`src/rtl/rv_pkg.sv`:
```
// Shared RV32I encodings: opcodes, funct fields, ALU op codes and the
// multicycle controller state encoding. The ALU imports the same op codes.
package rv_pkg;

    localparam logic [6:0] OPC_R      = 7'b0110011;
    localparam logic [6:0] OPC_I      = 7'b0010011;
    localparam logic [6:0] OPC_LOAD   = 7'b0000011;
    localparam logic [6:0] OPC_STORE  = 7'b0100011;
    localparam logic [6:0] OPC_BRANCH = 7'b1100011;

    localparam logic [2:0] F3_ADD = 3'b000;
    localparam logic [2:0] F3_SLL = 3'b001;
    localparam logic [2:0] F3_SLT = 3'b010;
    localparam logic [2:0] F3_XOR = 3'b100;
    localparam logic [2:0] F3_SR  = 3'b101;
    localparam logic [2:0] F3_OR  = 3'b110;
    localparam logic [2:0] F3_AND = 3'b111;
    localparam logic [2:0] F3_LW  = 3'b010;
    localparam logic [2:0] F3_SW  = 3'b010;
    localparam logic [2:0] F3_BEQ = 3'b000;

    localparam logic [6:0] F7_BASE = 7'b0000000;
    localparam logic [6:0] F7_ALT  = 7'b0100000;

    typedef enum logic [3:0] {
        ALU_AND = 4'b0000,
        ALU_OR  = 4'b0001,
        ALU_ADD = 4'b0010,
        ALU_SLT = 4'b0100,
        ALU_XOR = 4'b0101,
        ALU_SUB = 4'b0110,
        ALU_SRL = 4'b1000,
        ALU_SLL = 4'b1001,
        ALU_SRA = 4'b1010
    } alu_op_t;

    typedef enum logic [2:0] {
        ST_IF  = 3'd0,
        ST_ID  = 3'd1,
        ST_EX  = 3'd2,
        ST_MEM = 3'd3,
        ST_WB  = 3'd4
    } state_t;

endpackage

```
`src/rtl/alu_decoder.sv`:
```
// Combinational instruction decoder: maps opcode/funct3/funct7 to an ALU op
// and flags anything outside the supported RV32I subset as illegal.
module alu_decoder
    import rv_pkg::*;
(
    input  logic [6:0] opcode,
    input  logic [2:0] funct3,
    input  logic [6:0] funct7,
    output logic [3:0] alu_op,
    output logic       illegal
);

    logic f7Base;
    logic f7Alt;

    assign f7Base = (funct7 == F7_BASE);
    assign f7Alt  = (funct7 == F7_ALT);

    // Illegal encodings fall through with ADD so the ALU stays in a benign mode
    always_comb begin
        alu_op  = ALU_ADD;
        illegal = 1'b0;
        case (opcode)
            OPC_R: begin
                case (funct3)
                    F3_ADD: if (f7Base) alu_op = ALU_ADD;
                            else if (f7Alt) alu_op = ALU_SUB;
                            else illegal = 1'b1;
                    F3_SLL: if (f7Base) alu_op = ALU_SLL; else illegal = 1'b1;
                    F3_SLT: if (f7Base) alu_op = ALU_SLT; else illegal = 1'b1;
                    F3_XOR: if (f7Base) alu_op = ALU_XOR; else illegal = 1'b1;
                    F3_OR:  if (f7Base) alu_op = ALU_OR;  else illegal = 1'b1;
                    F3_AND: if (f7Base) alu_op = ALU_AND; else illegal = 1'b1;
                    F3_SR:  if (f7Base) alu_op = ALU_SRL;
                            else if (f7Alt) alu_op = ALU_SRA;
                            else illegal = 1'b1;
                    default: illegal = 1'b1;
                endcase
            end
            OPC_I: begin
                case (funct3)
                    F3_ADD: alu_op = ALU_ADD;
                    F3_SLT: alu_op = ALU_SLT;
                    F3_XOR: alu_op = ALU_XOR;
                    F3_OR:  alu_op = ALU_OR;
                    F3_AND: alu_op = ALU_AND;
                    F3_SLL: if (f7Base) alu_op = ALU_SLL; else illegal = 1'b1;
                    F3_SR:  if (f7Base) alu_op = ALU_SRL;
                            else if (f7Alt) alu_op = ALU_SRA;
                            else illegal = 1'b1;
                    default: illegal = 1'b1;
                endcase
            end
            OPC_LOAD:   illegal = (funct3 != F3_LW);
            OPC_STORE:  illegal = (funct3 != F3_SW);
            OPC_BRANCH: begin
                if (funct3 == F3_BEQ) alu_op = ALU_SUB;
                else illegal = 1'b1;
            end
            default: illegal = 1'b1;
        endcase
    end

endmodule

```
`src/rtl/multicycle_control.sv`:
```
// Five-state (IF/ID/EX/MEM/WB) control unit for the multicycle RV32I datapath.
// Every strobe is derived from the registered state and the captured IR only.
module multicycle_control
    import rv_pkg::*;
#(
    parameter logic [2:0] RESET_STATE = 3'd0
)(
    input  logic        clk,
    input  logic        rst,
    input  logic [31:0] instr,
    input  logic        zero,
    output logic [3:0]  alu_op,
    output logic        alu_src,
    output logic        mem_write,
    output logic        mem_to_reg,
    output logic        reg_write,
    output logic        load_pc,
    output logic        pc_src,
    output logic        illegal,
    output logic [2:0]  state
);

    state_t      stateQ;
    state_t      stateNext;
    logic [31:0] ir;
    logic        branchTaken;
    logic [3:0]  decOp;
    logic        decIllegal;
    logic        isR, isI, isLw, isSw, isBeq;
    logic        inExec;

    alu_decoder uDecoder (
        .opcode  (ir[6:0]),
        .funct3  (ir[14:12]),
        .funct7  (ir[31:25]),
        .alu_op  (decOp),
        .illegal (decIllegal)
    );

    assign isR   = ~decIllegal & (ir[6:0] == OPC_R);
    assign isI   = ~decIllegal & (ir[6:0] == OPC_I);
    assign isLw  = ~decIllegal & (ir[6:0] == OPC_LOAD);
    assign isSw  = ~decIllegal & (ir[6:0] == OPC_STORE);
    assign isBeq = ~decIllegal & (ir[6:0] == OPC_BRANCH);

    always_ff @(posedge clk or negedge rst) begin
        if (!rst) begin
            stateQ      <= state_t'(RESET_STATE);
            ir          <= '0;
            branchTaken <= 1'b0;
        end else begin
            stateQ <= stateNext;
            if (stateQ == ST_IF) ir <= instr;
            if (stateQ == ST_EX) branchTaken <= isBeq & zero;
        end
    end

    always_comb begin
        stateNext = ST_IF;
        case (stateQ)
            ST_IF:   stateNext = ST_ID;
            ST_ID:   stateNext = ST_EX;
            ST_EX:   stateNext = ST_MEM;
            ST_MEM:  stateNext = ST_WB;
            ST_WB:   stateNext = ST_IF;
            default: stateNext = ST_IF;
        endcase
    end

    assign inExec = (stateQ == ST_EX) | (stateQ == ST_MEM) | (stateQ == ST_WB);

    // Strobes: write enables are confined to MEM (store) and WB (register/PC)
    always_comb begin
        alu_op     = ALU_ADD;
        alu_src    = 1'b0;
        mem_write  = 1'b0;
        mem_to_reg = 1'b0;
        reg_write  = 1'b0;
        load_pc    = 1'b0;
        pc_src     = 1'b0;
        illegal    = 1'b0;
        if (inExec) begin
            alu_op  = decOp;
            alu_src = isI | isLw | isSw;
        end
        if (stateQ == ST_MEM) mem_write = isSw;
        if (stateQ == ST_WB) begin
            reg_write  = isR | isI | isLw;
            mem_to_reg = isLw;
            load_pc    = 1'b1;
            pc_src     = branchTaken;
            illegal    = decIllegal;
        end
    end

    assign state = stateQ;

endmodule

```
`config.mk`:
```
export PLATFORM = sky130hd
export DESIGN_NAME = multicycle_control
export DESIGN_NICKNAME = d
export VERILOG_FILES = /design/src/rtl/rv_pkg.sv /design/src/rtl/alu_decoder.sv /design/src/rtl/multicycle_control.sv
export SDC_FILE = /design/constraint.sdc
export NUM_CORES = 1
export LEC_CHECK = 0
export BUFFER_PORTS_ARGS = -buffer_cell sky130_fd_sc_hd__buf_2
export CAP_MARGIN = 5
export CORE_MARGIN = 1
export CORE_UTILIZATION = 40
export CTS_BUF_LIST = sky130_fd_sc_hd__clkbuf_4 sky130_fd_sc_hd__clkbuf_8
export DETAILED_ROUTE_END_ITERATION = 10
export PLACE_DENSITY_LB_ADDON = 0.2
export SYNTH_ARGS = -nofsm -noshare
export SYNTH_HDL_FRONTEND = slang
export SYNTH_SLANG_ARGS = --single-unit
export TNS_END_PERCENT = 20
```
`constraint.sdc`:
```
create_clock -name clk -period 6.4 [get_ports clk]
set_input_delay 1.6 -clock clk [delete_from_list [all_inputs] [get_ports clk]]
set_output_delay 1.6 -clock clk [all_outputs]
set_load 0.02 [all_outputs]
```
==> impl_metrics.py, run 1 <==
metrics = {
    "status": {
        "status": "finished, final reports clean",
    },
    "cts": {
        "root_buffer": "clkbuf_4",
        "clock_sinks": 21,
        "cts_buffers": 3,
        "clock_latency_ns": 0.30,
        "ctsHtreeMaxLevel": 1,
        "cts_resized": 0,
        "cts_setup_buffers": 0,
        "clockBufferDepth": 2,
        "clk_pin_slew_ns": 0.11,
        "ctsHoldBuffers": 0,
        "cts_tree": "yes",
    },
    "setup_path": {
        "cp-end-kind": "output port",
        "crit_path_top_delay_cell": "nor4_1",
        "cp_slowest_stage_delay_ns": 0.51,
        "rr_worst_depth": 4,
        "cp_cell_sequence": "nor4_4 -> a211oi_1 -> nor4_1 -> nor4b_1 -> buf_2",
        "arrival_ns": 2.39,
        "critPathRequiredTime_ns": 4.80,
        "critPathKind": "flip-flop to output port",
        "cp_max_fo": 6,
        "startpoint_type": "flip-flop",
    },
    "place": {
        "portBuffers": 33,
        "placed_cells": 169,
        "post-dp-hpwl_um": 1890,
        "gp_congestion": 0.761,
    },
    "yosys": {
        "synth_area_um2": 1190,
        "avgSynthCellArea_um2": 11.0,
        "synth-seq-cells": 21,
        "synth_edf_count": 0,
        "ys_async_sr_fraction_pct": 100,
        "synth.distinct_cells": 44,
        "synth_top_area_cell": "dfrtp_1",
        "syn_inst": 108,
        "yosys_warnings": 0,
        "synth.top_cell.area_share_pct": 44.1,
        "syn-num-nets": 143,
        "synthTopCellsByCount": "21 x dfrtp_1, 11 x mux2_2, 8 x nor2_1",
        "netlist_top_cells_area": "dfrtp_1 44%, mux2_2 10%, mux2_1 3.8%",
        "ys.flop_type": "dfrtp_1",
        "synth_seq_area_share_pct": 44.1,
        "synthMostInstantiatedCell": "dfrtp_1",
    },
    "layout": {
        "n_fill_cell": 279,
        "post_layout_nonfiller_instances": 173,
        "drive_gt1_share_pct": 43.0,
        "synthToLayoutAreaGrowth_pct": 17.9,
        "fin_nets": 178,
        "n_antenna_cell": 0,
    },
    "detailed_routing": {
        "via_per_inst": 5.58,
        "drc": 0,
        "ant_nets": 0,
        "wl_um": 2450,
        "first_pass_iters": 4,
        "wl_per_cell_um": 14.2,
        "vias": 966,
        "drt-initial-drc-count": 16,
    },
    "timing": {
        "final.period_utilization_pct": 62.3,
        "max_slew.worst_pin.slew_ns": 0.556,
        "min_period_ns": 3.99,
        "final_max_slew_viol_count": 0,
        "tns_ns": 0,
        "skew_ns": 0.000940,
        "rsz0062_at_grt": "no",
        "holdWs_ns": 0.503,
        "slew_headroom_pct": 62.6,
        "fmax_mhz": 251,
        "finalSetupViolations": 0,
        "hold_violations": 0,
    },
    "pwr": {
        "p_leak_nw": 0.608,
        "power-per-cell-area_nw_per_um2": 165,
        "power.total_w": 0.000232,
        "vdd_ir_drop_max_uv": 130,
    },
    "floorplanning": {
        "die_h_um": 56.6,
        "initial_core_util_pct": 42.9,
        "coreArea_um2": 2780,
        "die_w_um": 56.6,
        "io-pin-count": 49,
        "row_count": 19,
        "die-area_um2": 3200,
    },
    "global_routing": {
        "grt_pass1_wl_um": 4340,
        "overflow": 0,
        "track_usage_pct": 17.2,
        "grt_max_degree": 22,
        "grt_pass1_vias": 1011,
        "antenna_found_initial": 0,
    },
    "flow_run": {
        "maxCapViolations": 0,
    },
    "hold_path": {
        "hold_class": "flip-flop to flip-flop",
        "whs_path_depth": 1,
    },
}
==> report_power, final <==
| part | internal, W | switching, W |
|---|---|---|
| Clock | 0.0000233 | 0.0000394 |
| Combinational | 0.0000127 | 0.0000108 |
| Sequential | 0.000138 | 0.00000791 |
==> kinds of logic after synthesis <==
kind of cell / Yosys count / synth area share (%)
xor+xnor: 3 / 2.20
flops: 21 / 44.1
buf+inv: 8 / 3.36
mux: 15 / 14.2
simple gates: 44 / 25.1
compound gates: 17 / 11.1
==> worst paths after layout <==
| path | from | endpoint | slack, ns |
|---|---|---|---|
| max in group asynchronous | rst | ir[28] | 4.86 |
| min reg2reg | branchTaken | branchTaken | 0.50 |
| max reg2reg | ir[26] | branchTaken | 4.79 |
| max | ir[26] | mem_to_reg | 2.41 |
| min in group asynchronous | rst | ir[2] | 1.23 |
| min | branchTaken | branchTaken | 0.50 |
==> cells in the final DEF, fill, tap and decap left out, drive strengths merged, types with 3 or more instances in the layout <==
cell	count
and3	4
buf	34
nor2	8
nor3	4
inv	4
nand2	6
mux2	15
a211oi	3
o21ai	3
clkbuf	3
dfrtp	21
==> stage by stage <==
stage	instance area, um2	utilization, %	setup WS [ns]
3_3_place_gp	1380	49.6	2.82
5_1_grt	1410	50.6	2.23
4_1_cts	1410	50.6	2.40
2_1_floorplan	1190	-	2.57
3_5_place_dp	1380	49.6	2.76
6_report	1410	50.6	2.41
==> worst max-delay path, delay by kind of cell, from the launching register on <==
kind | cells | cell delay (ns)
and+or+nand+nor | 3 | 1.28
DFF | 1 | 0.42
buffers and inverters | 1 | 0.22
AOI/OAI and AO/OA | 1 | 0.17
==> routing by layer <==
layer  global-route usage (%)  part of all wire, %
met1                     23.0                   47
met5                        0                    0
met4                     9.06                  1.7
met3                     2.76                  4.2
met2                     26.7                   47
==> state kept, by name (all words and copies together), names as in the netlist <==
name         count
ir              17
branchTaken      1
state            3
==> final cells by class <==
| cell class | count | area (um2) | area share, % |
|---|---|---|---|
| Tap cell | 31 | 38.8 | 2.76 |
| Sequential cell | 21 | 526 | 37.4 |
| Clock inverter | 1 | 5.00 | 0.356 |
| Inverter | 4 | 15.0 | 1.07 |
| Multi-Input combinational cell | 79 | 627 | 44.6 |
| Timing Repair Buffer | 34 | 173 | 12.3 |
| Clock buffer | 3 | 22.5 | 1.60 |
Power figures use the tool's default switching activity.
==> run 2: changes to the inputs <==
ABC_AREA = 1   (was default)
clock period = 4.1 ns   (was 6.4 ns; I/O delays follow)
==> impl_metrics.py, run 2 <==
metrics = {
    "status": {
        "status": "finished, final reports clean",
    },
    "timing": {
        "skew_ns": 0.0121,
        "finalSetupViolations": 0,
        "rsz0062_at_grt": "no",
        "tns_ns": 0,
        "hold_violations": 0,
        "slew_headroom_pct": 68.4,
        "min_period_ns": 2.83,
        "fmax_mhz": 353,
        "max_slew.worst_pin.slew_ns": 0.469,
        "final_max_slew_viol_count": 0,
        "final.period_utilization_pct": 69.1,
    },
    "yosys": {
        "syn-num-nets": 182,
        "netlist_top_cells_area": "dfrtp_1 44%, mux2_2 9.5%, nand2_1 8.5%",
        "ys_async_sr_fraction_pct": 100,
        "synth_seq_area_share_pct": 44.1,
        "yosys_warnings": 0,
        "synth_fa_ha_area_share_pct": 0,
        "synthTopCellsByCount": "27 x nand2_1, 21 x dfrtp_1, 21 x nor2_1",
        "synth_edf_count": 0,
        "synth_top_family_by_area": "simple AND/OR/NAND/NOR gates",
        "ys.flop_type": "dfrtp_1",
        "synthSimpleGateAreaFrac_pct": 32.2,
        "synth_area_um2": 1190,
        "synth_compound_area_share_pct": 8.30,
        "muxShareOfSynthArea_pct": 9.45,
        "synth_top_area_cell": "dfrtp_1",
        "synth-seq-cells": 21,
        "avgSynthCellArea_um2": 8.10,
        "syn_inst": 147,
        "synthXorXnorAreaFrac_pct": 0,
        "synth.distinct_cells": 22,
        "synth.top_cell.area_share_pct": 44.1,
        "synthMostInstantiatedCell": "nand2_1",
    },
    "pwr": {
        "vdd_ir_drop_max_uv": 216,
        "p_leak_nw": 0.697,
        "power.total_w": 0.000365,
        "power-per-cell-area_nw_per_um2": 258,
    },
    "detailed_routing": {
        "drc": 0,
        "wl_per_cell_um": 11.3,
        "via_per_inst": 5.16,
        "first_pass_iters": 4,
        "vias": 1099,
        "wl_um": 2410,
        "ant_nets": 0,
        "drt-initial-drc-count": 31,
    },
    "floorplanning": {
        "die_h_um": 56.6,
        "coreArea_um2": 2780,
        "initial_core_util_pct": 42.8,
        "die_w_um": 56.6,
        "row_count": 19,
        "io-pin-count": 49,
        "die-area_um2": 3200,
    },
    "hold_path": {
        "hold_start": "branchTaken",
        "whs_path_depth": 2,
        "whs_endpoint": "branchTaken",
        "hold_class": "flip-flop to flip-flop",
    },
    "cts": {
        "cts_tree": "yes",
        "clock_latency_ns": 0.31,
        "clk_pin_slew_ns": 0.11,
        "ctsHoldBuffers": 0,
        "clock_sinks": 21,
        "cts_resized": 0,
        "cts_buffers": 3,
        "root_buffer": "clkbuf_4",
        "cts_setup_buffers": 0,
        "clockBufferDepth": 2,
        "ctsHtreeMaxLevel": 1,
    },
    "setup_path": {
        "critPathRequiredTime_ns": 3.07,
        "timing.rr.start": "state[2]",
        "critPathKind": "flip-flop to output port",
        "cp_max_fo": 4,
        "startpoint_type": "flip-flop",
        "ff2ff_setup_slack_ns": 2.71,
        "cp-end-kind": "output port",
        "rr_worst_depth": 3,
        "arrival_ns": 1.81,
        "worstReg2RegEnd": "ir[1]",
    },
    "place": {
        "portBuffers": 33,
        "gp_congestion": 0.774,
        "post-dp-hpwl_um": 1900,
        "placed_cells": 209,
    },
    "layout": {
        "fin_nets": 218,
        "final_cell_mix": "33 x buf_2, 27 x nand2_1, 21 x nor2_1, 21 x dfrtp_1, 12 x nand3_1",
        "n_antenna_cell": 0,
        "largest_reg_flops": 17,
        "n_fill_cell": 288,
        "final_common_cell": "buf_2",
        "post_layout_nonfiller_instances": 213,
        "synthToLayoutAreaGrowth_pct": 18.8,
        "drive_gt1_share_pct": 39.0,
        "layout.area.seq_um2": 526,
        "multi_input_area_um2": 596,
        "largest-register": "ir",
    },
    "flow_run": {
        "maxCapViolations": 0,
    },
    "global_routing": {
        "grt_pass1_wl_um": 4020,
        "antenna_found_initial": 0,
        "grt_pass1_vias": 1040,
        "track_usage_pct": 15.9,
        "overflow": 0,
        "grt_max_degree": 25,
    },
}
## run 2: cell count changes in the layout (fill, tap and decap cells not counted), sizes merged, moves of 4 or more
cell / before / now
mux2: 15 / 10
nand2: 6 / 31
a21oi: 1 / 10
inv: 4 / 16
and3: 4 / 0
nor2: 8 / 30
nand3: 2 / 14
## run 2: final cells by class
cell class              count  area share (%)
clock buffers               4            2.12
inverters                  16            4.24
multi-input cells         108            42.1
flip-flops and latches     21            37.1
well taps                  31            2.74
repair buffers             33            11.7
## run 2: stage by stage
stage / util, % / setup slack, ns / instance area [um2] / hold slack, ns
detailed placement: 49.8 / 1.59 / 1390 / 0.483
floorplan: - / 1.55 / 1190 / 0.449
CTS: 50.9 / 1.24 / 1420 / 0.508
global placement: 49.8 / 1.63 / 1390 / 0.462
global route: 50.9 / 1.07 / 1420 / 0.534
finish: 50.9 / 1.27 / 1420 / 0.508
## run 2: worst max path at each step
| stage | startpoint | endpoint | slack, ns | cells past startpoint |
|---|---|---|---|---|
| after floorplan | state[0] | alu_op[3] | 1.55 | 5 |
| after global placement | ir[28] | mem_to_reg | 1.63 | 10 |
| after detailed placement | ir[28] | mem_to_reg | 1.59 | 10 |
| after CTS | ir[28] | mem_to_reg | 1.24 | 10 |
| after global routing | ir[26] | mem_write | 1.07 | 10 |
| final | ir[28] | reg_write | 1.27 | 10 |
## run 2: routing by layer
layer | vias to the layer above | track usage [%] | part of all wire [%]
met4 | 0 | 8.36 | 2.0
met1 | 512 | 19.8 | 45
met2 | 31 | 26.9 | 48
met3 | 7 | 1.61 | 4.5
li1 | 549 | - | -
met5 | - | 0 | 0
## run 2: report_power, final
group	leakage, nW	total, W	internal, W	switching [W]
Combinational	0.429	0.0000386	0.0000166	0.0000220
Clock	0.0184	0.000104	0.0000446	0.0000595
Sequential	0.249	0.000222	0.000215	0.00000653
## run 2: kinds of logic after synthesis
| group | count (synthesis) |
|---|---|
| AO/OA/AOI/OAI | 17 |
| AND/OR/NAND/NOR | 81 |
| flip-flops | 21 |
| buffers and inverters | 18 |
| multiplexers | 10 |
## run 2: worst max-delay path, cell delays in order, from the launching register on
cell	delay (ns)
dfrtp_1	0.39
nor2_1	0.11
nand2_1	0.10
nor2_2	0.16
nor2_1	0.07
nor2_1	0.09
nor2_1	0.06
nor2_2	0.16
nand3_2	0.10
nor2_1	0.09
buf_2	0.16
